$ cat src/rtl/rom_arb_pkg.sv
// rom_arb_pkg: shared defaults and helpers for the ROM arbiter.
// Optional round-robin arbitration is enabled by defining ROM_ARB_RR_EN.
package rom_arb_pkg;

    localparam int D_DEF    = 8;
    localparam int A_DEF    = 14;
    localparam int NREQ_DEF = 3;

    function automatic int idx_w(input int n);
        return $clog2(n);
    endfunction

    // Returns an 8-bit one-hot vector; callers size it down to NREQ.
    function automatic logic [7:0] onehot(input int idx, input int n);
        return (idx < n) ? 8'(1) << idx : 8'h00;
    endfunction

endpackage

$ cat src/rtl/rom_arbiter_if.sv
// rom_arbiter_if: requester-side bus of the ROM arbiter.
// master = requester side, slave = arbiter side.
interface rom_arbiter_if import rom_arb_pkg::*; #(
    parameter int D    = D_DEF,
    parameter int A    = A_DEF,
    parameter int NREQ = NREQ_DEF
) ();

    logic [NREQ-1:0]   req;
    logic [NREQ*A-1:0] addr;
    logic [NREQ-1:0]   ack;
    logic [NREQ-1:0]   valid;
    logic [D-1:0]      rdata;
    logic              busy;

    modport master (
        output req, addr,
        input  ack, valid, rdata, busy
    );

    modport slave (
        input  req, addr,
        output ack, valid, rdata, busy
    );

endinterface

$ cat src/rtl/rom_arb_pick.sv
// rom_arb_pick: rotating priority encoder; the first set req at or after start wins.
// Fixed-priority operation is simply start = 0.
module rom_arb_pick import rom_arb_pkg::*; #(
    parameter  int NREQ = NREQ_DEF,
    localparam int IW   = idx_w(NREQ)
) (
    input  logic [NREQ-1:0] req,
    input  logic [IW-1:0]   start,
    output logic            any,
    output logic [IW-1:0]   win
);

    logic [2*NREQ-1:0] dbl;
    logic [NREQ-1:0]   rot;
    logic [IW-1:0]     ofs;
    logic [IW:0]       sum;

    // Rotate req so that bit 0 is the start position, then take the lowest set bit.
    always_comb begin
        dbl = {req, req} >> start;
        rot = dbl[NREQ-1:0];
        ofs = '0;
        for (int i = NREQ - 1; i >= 0; i--)
            ofs = rot[i] ? IW'(i) : ofs;
        sum = {1'b0, start} + {1'b0, ofs};
        win = (sum >= (IW+1)'(NREQ)) ? IW'(sum - (IW+1)'(NREQ)) : sum[IW-1:0];
        any = |req;
    end

endmodule

$ cat src/rtl/rom_arbiter.sv
// rom_arbiter: shares one registered-output ROM among NREQ requesters, one read per cycle.
// Define ROM_ARB_RR_EN for round-robin arbitration; otherwise lowest index wins.
module rom_arbiter import rom_arb_pkg::*; #(
    parameter int D    = D_DEF,
    parameter int A    = A_DEF,
    parameter int NREQ = NREQ_DEF
) (
    input  logic           clock,
    input  logic           reset,
    rom_arbiter_if.slave   bus,
    output logic [A-1:0]   rom_a,
    input  logic [D-1:0]   rom_do
);

    localparam int IW = idx_w(NREQ);

    logic [NREQ-1:0] req_g;
    logic            any;
    logic [IW-1:0]   win;
    logic [IW-1:0]   start;
    logic [A-1:0]    sel_a;
    logic [A-1:0]    last_a;
    logic            vld_q;
    logic [IW-1:0]   gid_q;

    assign req_g = reset ? '0 : bus.req;

`ifdef ROM_ARB_RR_EN
    logic [IW-1:0] ptr;

    // Unused codes fall back to a search starting at index 0, like ptr = NREQ-1.
    assign start = (ptr >= IW'(NREQ - 1)) ? '0 : ptr + IW'(1);

    always_ff @(posedge clock) begin
        if (reset)
            ptr <= IW'(NREQ - 1);
        else if (any)
            ptr <= win;
    end
`else
    assign start = '0;
`endif

    rom_arb_pick #(.NREQ(NREQ)) pick (
        .req   (req_g),
        .start (start),
        .any   (any),
        .win   (win)
    );

    always_comb begin
        sel_a     = bus.addr[win*A +: A];
        rom_a     = reset ? '0 : (any ? sel_a : last_a);
        bus.ack   = any ? NREQ'(onehot(int'(win), NREQ)) : '0;
        bus.valid = (vld_q && !reset) ? NREQ'(onehot(int'(gid_q), NREQ)) : '0;
        bus.busy  = |bus.valid;
        bus.rdata = rom_do;
    end

    // The in-flight read is dropped by reset; the valid gate above covers the reset cycle itself.
    always_ff @(posedge clock) begin
        if (reset) begin
            vld_q  <= 1'b0;
            gid_q  <= '0;
            last_a <= '0;
        end else begin
            vld_q <= any;
            if (any) begin
                gid_q  <= win;
                last_a <= sel_a;
            end
        end
    end

endmodule

$ cat src/flat_wrapper.sv
// flat-port wrapper written by rule: the top's interface ports become plain ports
module rom_arbiter_flat import rom_arb_pkg::*;
#(
    parameter int D    = D_DEF,
    parameter int A    = A_DEF,
    parameter int NREQ = NREQ_DEF
)
  (clock, reset, rom_a, rom_do, bus_req, bus_addr, bus_ack, bus_valid, bus_rdata, bus_busy);
  rom_arbiter_if #(.D(D), .A(A), .NREQ(NREQ)) bus_i ();
  input  logic clock;
  input  logic reset;
  output logic [A-1:0] rom_a;
  input  logic [D-1:0] rom_do;
  input wire logic [$bits(bus_i.req)-1:0] bus_req;
  input wire logic [$bits(bus_i.addr)-1:0] bus_addr;
  output wire logic [$bits(bus_i.ack)-1:0] bus_ack;
  output wire logic [$bits(bus_i.valid)-1:0] bus_valid;
  output wire logic [$bits(bus_i.rdata)-1:0] bus_rdata;
  output wire logic [$bits(bus_i.busy)-1:0] bus_busy;
  assign bus_i.req = bus_req;
  assign bus_i.addr = bus_addr;
  assign bus_ack = bus_i.ack;
  assign bus_valid = bus_i.valid;
  assign bus_rdata = bus_i.rdata;
  assign bus_busy = bus_i.busy;
  rom_arbiter #(.D(D), .A(A), .NREQ(NREQ)) u_core (.clock(clock), .reset(reset), .bus(bus_i), .rom_a(rom_a), .rom_do(rom_do));
endmodule
$ cat config.mk
export PLATFORM = sky130hd
export DESIGN_NAME = rom_arbiter_flat
export DESIGN_NICKNAME = d
export VERILOG_FILES = /design/src/rtl/rom_arb_pkg.sv /design/src/rtl/rom_arbiter_if.sv /design/src/rtl/rom_arb_pick.sv /design/src/rtl/rom_arbiter.sv /design/src/flat_wrapper.sv
export SDC_FILE = /design/constraint.sdc
export NUM_CORES = 1
export LEC_CHECK = 0
export BUFFER_PORTS_ARGS = -buffer_cell sky130_fd_sc_hd__buf_2
export CORE_MARGIN = 2
export CORE_UTILIZATION = 42
export DETAILED_ROUTE_END_ITERATION = 10
export PLACE_DENSITY_LB_ADDON = 0.08
export SYNTH_ARGS = -nofsm -noshare
export SYNTH_HDL_FRONTEND = slang
export SYNTH_HIERARCHICAL = 1
export SYNTH_SLANG_ARGS = --single-unit
export TNS_END_PERCENT = 100
$ cat constraint.sdc
create_clock -name clock -period 3.04 [get_ports clock]
set_clock_uncertainty 0.2 [all_clocks]
set_input_delay 0 -clock clock [delete_from_list [all_inputs] [get_ports clock]]
set_output_delay 0 -clock clock [all_outputs]
set_load 0.03 [all_outputs]
---- Yosys cells after proc, flatten, opt, wreduce, memory -nomap -nowiden ----
Index checks and enable logic that the tools add are counted.
Widths: inputs -> output; s select.
storage, ports and cells
  register bits after elaboration ......... 17
  input bits .............................. 55
  output and inout port bits .............. 29
  logic and storage cells ................. 26
cells by class
  add/sub/neg operators ................... 1
  multiply operators ...................... 1
  magnitude comparators ................... 3
  shift-type cells ........................ 3
  mux-type cells .......................... 11
  reductions and logical operators ........ 4
operators by type and width
  kind                 number
  $shiftx 42x7->14     1
  $mux 14              2
  $mux 3               5
  $mux 2               4
  $reduce_or 3->1      2
  $shl 1x2->3 const A  2
  $mul 2x3->5 const B  1
  $lt 2x2->1 const B   2
  $ge 2x2->1 const B   1
  $sub 2x2->2 const B  1
  $logic_and 1x1->1    1
  $logic_not 1->1      1

---- Longest topological paths before layout ----
Gate-level depths: netlist of run 1.
  word-level depth ........................ 10
  depth in mapped cells ................... 18
  depth with buffers taken out ............ 15

---- By module ----
The synthesis of run 1 kept the hierarchy.
by module, submodules not included
  module        instances  cells each  area each (sq um)  sequential area each (sq um)
  rom_arbiter   1          125         1093.5             340.3
  rom_arb_pick  1          24          172.7              0.0

---- Worst setup path after synthesis of run 1 ----
Ideal clock, no wire load.
  path type ............................... input port to flip-flop
  start point ............................. in reset
  end point ............................... reg u_core.last_a[0]
  arrival time ............................ 3.089 ns
  data required time ...................... 2.626 ns
  path slack .............................. -0.463 ns
  cell stages on the path ................. 15
  buffers on the path ..................... 2
  path through ............................ clkbuf_1 > nor2b_1 > nand2b_1 > o21ai_1 > a2bb2oi_1 > fa_1 > inv_1 > ha_1 > nor2b_1 > nand3_1 > o21ai_0 > buf_4 > mux2i_1 > or2_2 > a311oi_1
RTL lines
  what                                       RTL line            text
  start, declared                            flat_wrapper.sv:11  input logic reset;
  $mux 3 *                                   rom_arbiter.sv:26   assign req_g = reset ? '0 : bus.req;
  via u_core.req_g[0]                        rom_arbiter.sv:17   logic [NREQ-1:0] req_g;
  $mux 2 *                                   rom_arb_pick.sv:24  ofs = rot[i] ? IW'(i) : ofs;
  $sub 2x2->2 or $ge 2x2->1 (tied branches)  rom_arb_pick.sv:26  win = (sum >= (IW+1)'(NREQ)) ? IW'(sum - (IW+1)'(NREQ)) : sum[IW-1:0];
  $mux 2 *                                   rom_arb_pick.sv:26
  via u_core.win[0]                          rom_arbiter.sv:19   logic [IW-1:0] win;
  $mul 2x3->5 *                              rom_arbiter.sv:52   sel_a = bus.addr[win*A +: A];
  $shiftx 42x7->14 *                         rom_arbiter.sv:52
  $mux 14 * (2 in series)                    n/a
  via rom_a[0]                               flat_wrapper.sv:12  output logic [A-1:0] rom_a;
  end signal, assigned                       rom_arbiter.sv:70   last_a <= sel_a;
  end, declared                              rom_arbiter.sv:22   logic [A-1:0] last_a;
Mark *: on every way through the listed nets, which the timed path passes. The rest lies on a longest branch.
A chain may end at the register's enable or synchronous reset.

---- Worst setup path after layout of run 1 ----
  start point ............................. in bus_req[0]
  end point ............................... out rom_a[7]
between the ends
  cells in the longest elaborated chain, start to end .. 8
ends and longest elaborated chain
  what                                       RTL line            text
  start, declared                            flat_wrapper.sv:14  input wire logic [$bits(bus_i.req)-1:0] bus_req;
  $mux 3 *                                   rom_arbiter.sv:26
  via u_core.req_g[0]                        rom_arbiter.sv:17
  $mux 2 *                                   rom_arb_pick.sv:24
  $sub 2x2->2 or $ge 2x2->1 (tied branches)  rom_arb_pick.sv:26
  $mux 2 *                                   rom_arb_pick.sv:26
  via u_core.win[0]                          rom_arbiter.sv:19
  $mul 2x3->5 *                              rom_arbiter.sv:52
  $shiftx 42x7->14 *                         rom_arbiter.sv:52
  $mux 14 * (2 in series)                    rom_arbiter.sv:53   rom_a = reset ? '0 : (any ? sel_a : last_a);
  end, declared                              flat_wrapper.sv:12
Marked as above.

==> results of run 1 <==
## routing by layer
layer  share of wire, %  GRT usage (%)
met1                 40           23.8
met2                 50           38.6
met3                8.1           4.40
met4                1.5           8.44
met5                  0              0
## worst reg2reg max path, cell delays in order (launching register included)
cell and delay, ns:
dfxtp_1 0.31, nor2b_1 0.12, a31oi_1 0.18, a21oi_2 0.09
## state kept, by name (all words and copies together), names as in the netlist
signal,count
u_core/last_a,14
u_core/gid_q,2
u_core/vld_q,1
## cells in the mapped netlist, drive strengths merged, types with 2 or more instances
cell type	count	area, sq um
a21oi	7	35.0
or3	2	12.5
nand2b	3	18.8
mux2i	12	120
buf	15	118
clkbuf	3	11.3
mux2	4	45.0
ha	2	25.0
inv	5	18.8
and2	2	12.5
nor2	12	45.0
a311oi	10	131
o21ai	3	15.0
nor3b	2	15.0
dfxtp	17	340
nand2	14	52.6
or2	10	62.6
a31oi	4	25.0
nor2b	13	81.3
## area by class of cell
type	instances	area (sq um)	area share [%]
clock buffers	3	22.5	1.03
inverters	5	18.8	0.856
well taps	31	38.8	1.77
clock inverters	1	5.00	0.228
flip-flops and latches	17	340	15.5
repair buffers	113	810	36.9
multi-input cells	118	958	43.7
## final timing paths
check                     endpoint  slack [ns]
setup / recovery          rom_a[7]        0.16
hold / removal    u_core/last_a[2]       0.002
setup reg to reg  u_core/last_a[9]        2.04
hold reg to reg   u_core/last_a[1]        0.34
## power by group through the flow
stage,Combinational (mW),Clock [mW],Sequential (mW)
final,0.595,0.123,0.268
after global routing,0.638,0.139,0.272
after CTS,0.572,0.125,0.268
after detailed placement,0.522,0,0.273
after global placement,0.510,0,0.272
after floorplan,0.423,0,0.271
## logic make-up (layout without fill, tap and decap cells)
| kind of cell | after synthesis | after routing | synth area share [%] |
|---|---|---|---|
| AND/OR/NAND/NOR | 62 | 62 | 26.2 |
| AO/OA/AOI/OAI | 26 | 26 | 17.7 |
| buffers and inverters | 23 | 122 | 11.7 |
| flip-flops | 17 | 17 | 26.9 |
| multiplexers | 16 | 16 | 13.0 |
| adder cells (fa/ha/maj) | 3 | 3 | 3.56 |
| other | 1 | 10 | 0.296 |
| XOR/XNOR | 1 | 1 | 0.692 |
## metrics by stage
stage	instances	hold slack, ns
4_1_cts	288	0.00317
3_5_place_dp	247	-0.200
6_report	288	0.00241
2_1_floorplan	158	-0.0683
3_3_place_gp	247	-0.200
5_1_grt	288	0.0153
## repair_timing
| action | CTS | global route |
|---|---|---|
| hold buffers | 37 | 0 |
| setup endpoints to repair | 0 | 15 |
| resized for setup | 0 | 23 |
| endpoints found under the hold margin | 23 | 0 |
==> summary.txt, run 1 <==
Run status
  – Status: finished with violations
  – Violated checks: design-rule violations

Worst setup path
  – R2R Path Start: u_core/last_a[9]
  – CP max stage delay: 0.50 ns
  – WP buf/inv: 5
  – Crit. End Element: primary output
  – Cell class contributing the biggest share of worst-path delay: buffers and inverters
  – Startpoint Class: primary input
  – Worst path depth: 17
  – Critical Path Start: bus_req[0]
  – Path depth of the worst reg2reg path: 3
  – WP data required: 2.84 ns
  – Worst-path fanout max: 14
  – CP Class: in2out
  – CP arrival: 2.68 ns
  – CP dominant cell by count: buf_4
  – Crit-path cells: buf_2, nor2b_2, nand2b_1, o21ai_1, a2bb2oi_1, fa_1, inv_1, ha_1, nor2b_4, nand3_1, o21ai_2, buf_12, nor2b_1, buf_4, nand2_1, a311oi_4, buf_4
  – CP max-delay cell: fa_1

Placement
  – Pre-CTS setup slack: 0.0228 ns
  – Port bufs: 67
  – Dpl cell area: 1750 sq um
  – Hpwl dp: 2320 um
  – Final GP Congestion: 0.845

Layout
  – Synth-to-Final Area Change: 73.2%
  – Layout cells sized above 1: 42.0%
  – Nets: 316
  – # fillers: 201
  – Most frequent cells in the layout: 59 x buf_2, 37 x dlygate4sd3_1, 17 x dfxtp_1
  – Final Cell Area: 2190 sq um
  – Post-Route Utilization: 78.2%
  – Most common cell after layout, fill and taps aside: buf_2
  – # diodes: 0

Clocking
  – Root buffer cell: clkbuf_4
  – CTS tree: done
  – Worst skew pair latency: 0.29 ns
  – Max Buffers Root-to-Sink: 2
  – CTS clock-pin slew for the worst setup and hold paths: 0.10 ns
  – CTS H-tree depth: 1
  – CTS buffer count: 3
  – Postcts setup bufs: 0
  – Clk sink count: 17

Logic synthesis
  – Post-synth EDFFs: 0
  – Ys async rst share: 0%
  – Flops & latches, synth: 17
  – Most used DFF post-synth: dfxtp_1
  – Sequential fraction of the synthesis area: 26.9%
  – Mean Syn Cell Area: 8.50 sq um
  – Synth Instances: 149
  – Synth warnings: 6
  – Post-synth cell types: 35
  – Post-Syn Area: 1270 sq um

Routing
  – Total Wirelength: 3640 um
  – Vias: 1,421
  – # DRC: 6
  – WL/cell: 12.6 um
  – DR iter-0 viols: 22
  – Drt pass-1 iters: 7
  – DRT antenna net count: 0
  – Post-DR vias/cell: 4.93

Power and ir drop
  – PnR Total Power: 0.986 mW
  – Internal power: 0.570 mW
  – Switch share: 42.2%
  – Logic pwr share: 60.4%
  – Lkg Pwr: 0.990 nW
  – Sw Pwr: 0.416 mW
  – Sequential Power Share: 27.2%
  – VDD IR max: 0.000293 V
  – Clock Power Share: 12.5%
  – Power Density: 449 nW/um^2

Global routing
  – First-pass GRT wire length: 5720 um
  – Largest net degree at the start of global routing: 17
  – Vias in the first global route: 1,404
  – Initial antenna violation count: 0
  – GRT overflow: 0
  – Gr usage total: 21.2%

Timing
  – Final period util: 94.7%
  – Max frequency: 0.347 GHz
  – RSZ-0062 raised after global routing: false
  – Fin. max-slew vios: 0
  – Setup_tns: 0 ns
  – # setup viols final: 0
  – Final worst slack: 0.160 ns
  – Final hold violations: 0
  – Crit path time final: 2.88 ns

Floorplan
  – Initial Util: 45.1%
  – Die width: 58.9 um
  – # rows: 19
  – Die area: 3470 sq um
  – Core area: 2810 sq um
  – Top-Level Pins: 84
  – Chip height: 58.9 um

Worst hold path
  – Hold Path Origin: bus_addr[2]
  – Hold Path Class: in2reg
  – Hold path cells: 4

Flow run
  – Max_cap viols: 0
Power figures use the tool's default switching activity.
==> inputs of run 2 (changes only) <==
--- a/config.mk
+++ b/config.mk
@@ -10,6 +10,7 @@
 export CORE_UTILIZATION = 42
 export DETAILED_ROUTE_END_ITERATION = 10
 export PLACE_DENSITY_LB_ADDON = 0.08
+export RECOVER_POWER = 100
 export SYNTH_ARGS = -nofsm -noshare
 export SYNTH_HDL_FRONTEND = slang
 export SYNTH_HIERARCHICAL = 1
==> summary.txt, run 2 (synthesis gave the netlist of run 1 again) <==
Floorplan
  – Top-Level Pins: 84 (unchanged)
  – Initial Util: 45.1% (unchanged)
  – Die width: 58.9 um (unchanged)
  – Core area: 2810 sq um (unchanged)
  – Die area: 3470 sq um (unchanged)
  – Chip height: 58.9 um (unchanged)
  – # rows: 19 (unchanged)

Routing
  – DR iter-0 viols: 27 (was 22)
  – Vias: 1,422 (was 1,421)
  – WL/cell: 12.7 um (was 12.6 um)
  – DRT antenna net count: 0 (unchanged)
  – Total Wirelength: 3640 um (about the same)
  – Drt pass-1 iters: 7 (unchanged)
  – Post-DR vias/cell: 4.94 (was 4.93)
  – # DRC: 6 (unchanged)

Layout
  – Most flops, register: u_core/last_a (unchanged)
  – Max reg flops: 14 (unchanged)
  – Post-Route Utilization: 77.1% (was 78.2%)
  – # fillers: 208 (was 201)
  – Nets: 316 (unchanged)
  – Layout cells sized above 1: 38.5% (was 42.0%)
  – Most common cell after layout, fill and taps aside: buf_2 (unchanged)
  – Top flop regs: u_core/last_a: 14 flops, u_core/gid_q: 2 flops, u_core/vld_q: 1 flops (unchanged)
  – Final Cell Area: 2160 sq um (was 2190 sq um)
  – Storage cell area: 340 sq um (unchanged)
  – Area of the multi-input gates: 941 sq um (was 958 sq um)
  – Synth-to-Final Area Change: 70.8% (was 73.2%)
  – Most frequent cells in the layout: 48 x buf_2, 37 x dlygate4sd3_1, 17 x dfxtp_1 (was 59 x buf_2, 37 x dlygate4sd3_1, 17 x dfxtp_1)
  – # diodes: 0 (unchanged)

Run status
  – Violated checks: design-rule violations, negative hold slack (was design-rule violations)
  – Status: finished with violations (unchanged)

Timing
  – Slew headroom: 50.6%
  – Crit path time final: 2.88 ns (about the same)
  – Setup_tns: 0 ns (unchanged)
  – RSZ-0062 raised after global routing: false (unchanged)
  – Fin. max-slew vios: 0 (unchanged)
  – Hold slack: -0.0273 ns (was 0.00241 ns)
  – # setup viols final: 0 (unchanged)
  – Slew @ Worst Pin: 0.740 ns
  – Final period util: 94.8% (was 94.7%)
  – Max frequency: 0.347 GHz (about the same)
  – Final hold violations: 1 (was 0)

Clocking
  – Worst skew pair latency: 0.29 ns (about the same)
  – CTS tree: done (unchanged)
  – Max Buffers Root-to-Sink: 2 (unchanged)
  – CTS buffer count: 3 (unchanged)
  – Root buffer cell: clkbuf_4 (unchanged)
  – CTS H-tree depth: 1 (unchanged)
  – Postcts setup bufs: 0 (unchanged)
  – Clk sink count: 17 (unchanged)
  – CTS clock-pin slew for the worst setup and hold paths: 0.10 ns (about the same)

Global routing
  – Initial antenna violation count: 0 (unchanged)
  – First-pass GRT wire length: 5720 um (unchanged)
  – GRT overflow: 0 (unchanged)
  – Largest net degree at the start of global routing: 17 (unchanged)
  – Vias in the first global route: 1,404 (unchanged)
  – Gr usage total: 21.2% (unchanged)

Worst setup path
  – Path depth of the worst reg2reg path: 3 (unchanged)
  – Worst-path fanout max: 14 (unchanged)
  – CP Class: in2out (unchanged)
  – Crit. End Element: primary output (unchanged)
  – CP arrival: 2.68 ns (about the same)
  – R2R Path Start: u_core/last_a[6] (was u_core/last_a[9])
  – Critical Path Start: bus_req[0] (unchanged)
  – Startpoint Class: primary input (unchanged)
  – WP data required: 2.84 ns (about the same)

Worst hold path
  – Hold Path Class: in2reg (unchanged)
  – Hold Path Origin: bus_addr[4] (was bus_addr[2])
  – Hold path cells: 4 (unchanged)

Power and ir drop
  – VDD IR max: 0.000290 V (was 0.000293 V)
  – Power Density: 451 nW/um^2 (was 449 nW/um^2)
  – Lkg Pwr: 0.953 nW (was 0.990 nW)

Flow run
  – Max_cap viols: 0 (unchanged)

Placement
  – Port bufs: 67 (unchanged)
  – Final GP Congestion: 0.845 (unchanged)
  – Dpl cell area: 1750 sq um (unchanged)
  – Hpwl dp: 2320 um (unchanged)
## run 2: changes by cell type in the layout (fill, tap and decap cells not counted)
cell / delta
a311oi_4: -1
or2_1: -1
clkbuf_1: +8
or2_0: +1
buf_4: -1
buf_2: -11
clkbuf_2: +4
a311oi_1: +1
## run 2: worst paths after layout
check | to | slack (ns)
setup / recovery | rom_a[7] | 0.16
hold / removal | u_core/last_a[4] | -0.03
setup reg to reg | u_core/last_a[6] | 2.02
hold reg to reg | u_core/last_a[4] | 0.32
## run 2: repair_timing
item	4_1_cts	5_1_grt
setup endpoints to repair	0	15
hold endpoints to repair	23	0
hold buffers	37	0
gates resized for setup	0	23
## run 2: layer usage
layer	global-route usage, %	vias up	routed length [um]	share of wire, %
li1	-	716	-	-
met3	4.40	8	302	8.3
met2	38.6	70	1820	50
met4	8.44	0	64	1.8
met5	0	-	0	0
met1	23.8	628	1460	40
## run 2: final cells by class
class,instances,share of cell area (%)
clock buffer,3,1.04
clock inverter,1,0.231
inverter,5,0.868
multi-input combinational,118,43.5
sequential,17,15.7
tap,31,1.79
timing repair buffer,113,36.8
## run 2: power breakdown
| group | total (mW) | internal, mW | switching (mW) |
|---|---|---|---|
| Sequential | 0.268 | 0.257 | 0.0109 |
| Combinational | 0.585 | 0.257 | 0.328 |
| Clock | 0.123 | 0.0489 | 0.0743 |
## run 2: critical path, cell delays in order
cell and delay (ns):
buf_2 0.09, nor2b_2 0.16, nand2b_1 0.14, o21ai_1 0.11, a2bb2oi_1 0.09, fa_1 0.50
inv_1 0.08, ha_1 0.18, nor2b_4 0.06, nand3_1 0.10, o21ai_2 0.08, buf_12 0.16
nor2b_1 0.10, buf_4 0.18, nand2_1 0.11, a311oi_4 0.32, buf_4 0.22
## run 2: stage by stage
step	total power [mW]	hold WS [ns]	setup slack, ns	instances
2_1_floorplan	0.694	-0.0683	-0.0149	158
3_3_place_gp	0.782	-0.200	0.166	247
3_5_place_dp	0.795	-0.200	0.0228	247
4_1_cts	0.964	0.00317	0.0129	288
5_1_grt	1.04	0.00487	0.00681	288
6_report	0.975	-0.0273	0.158	288
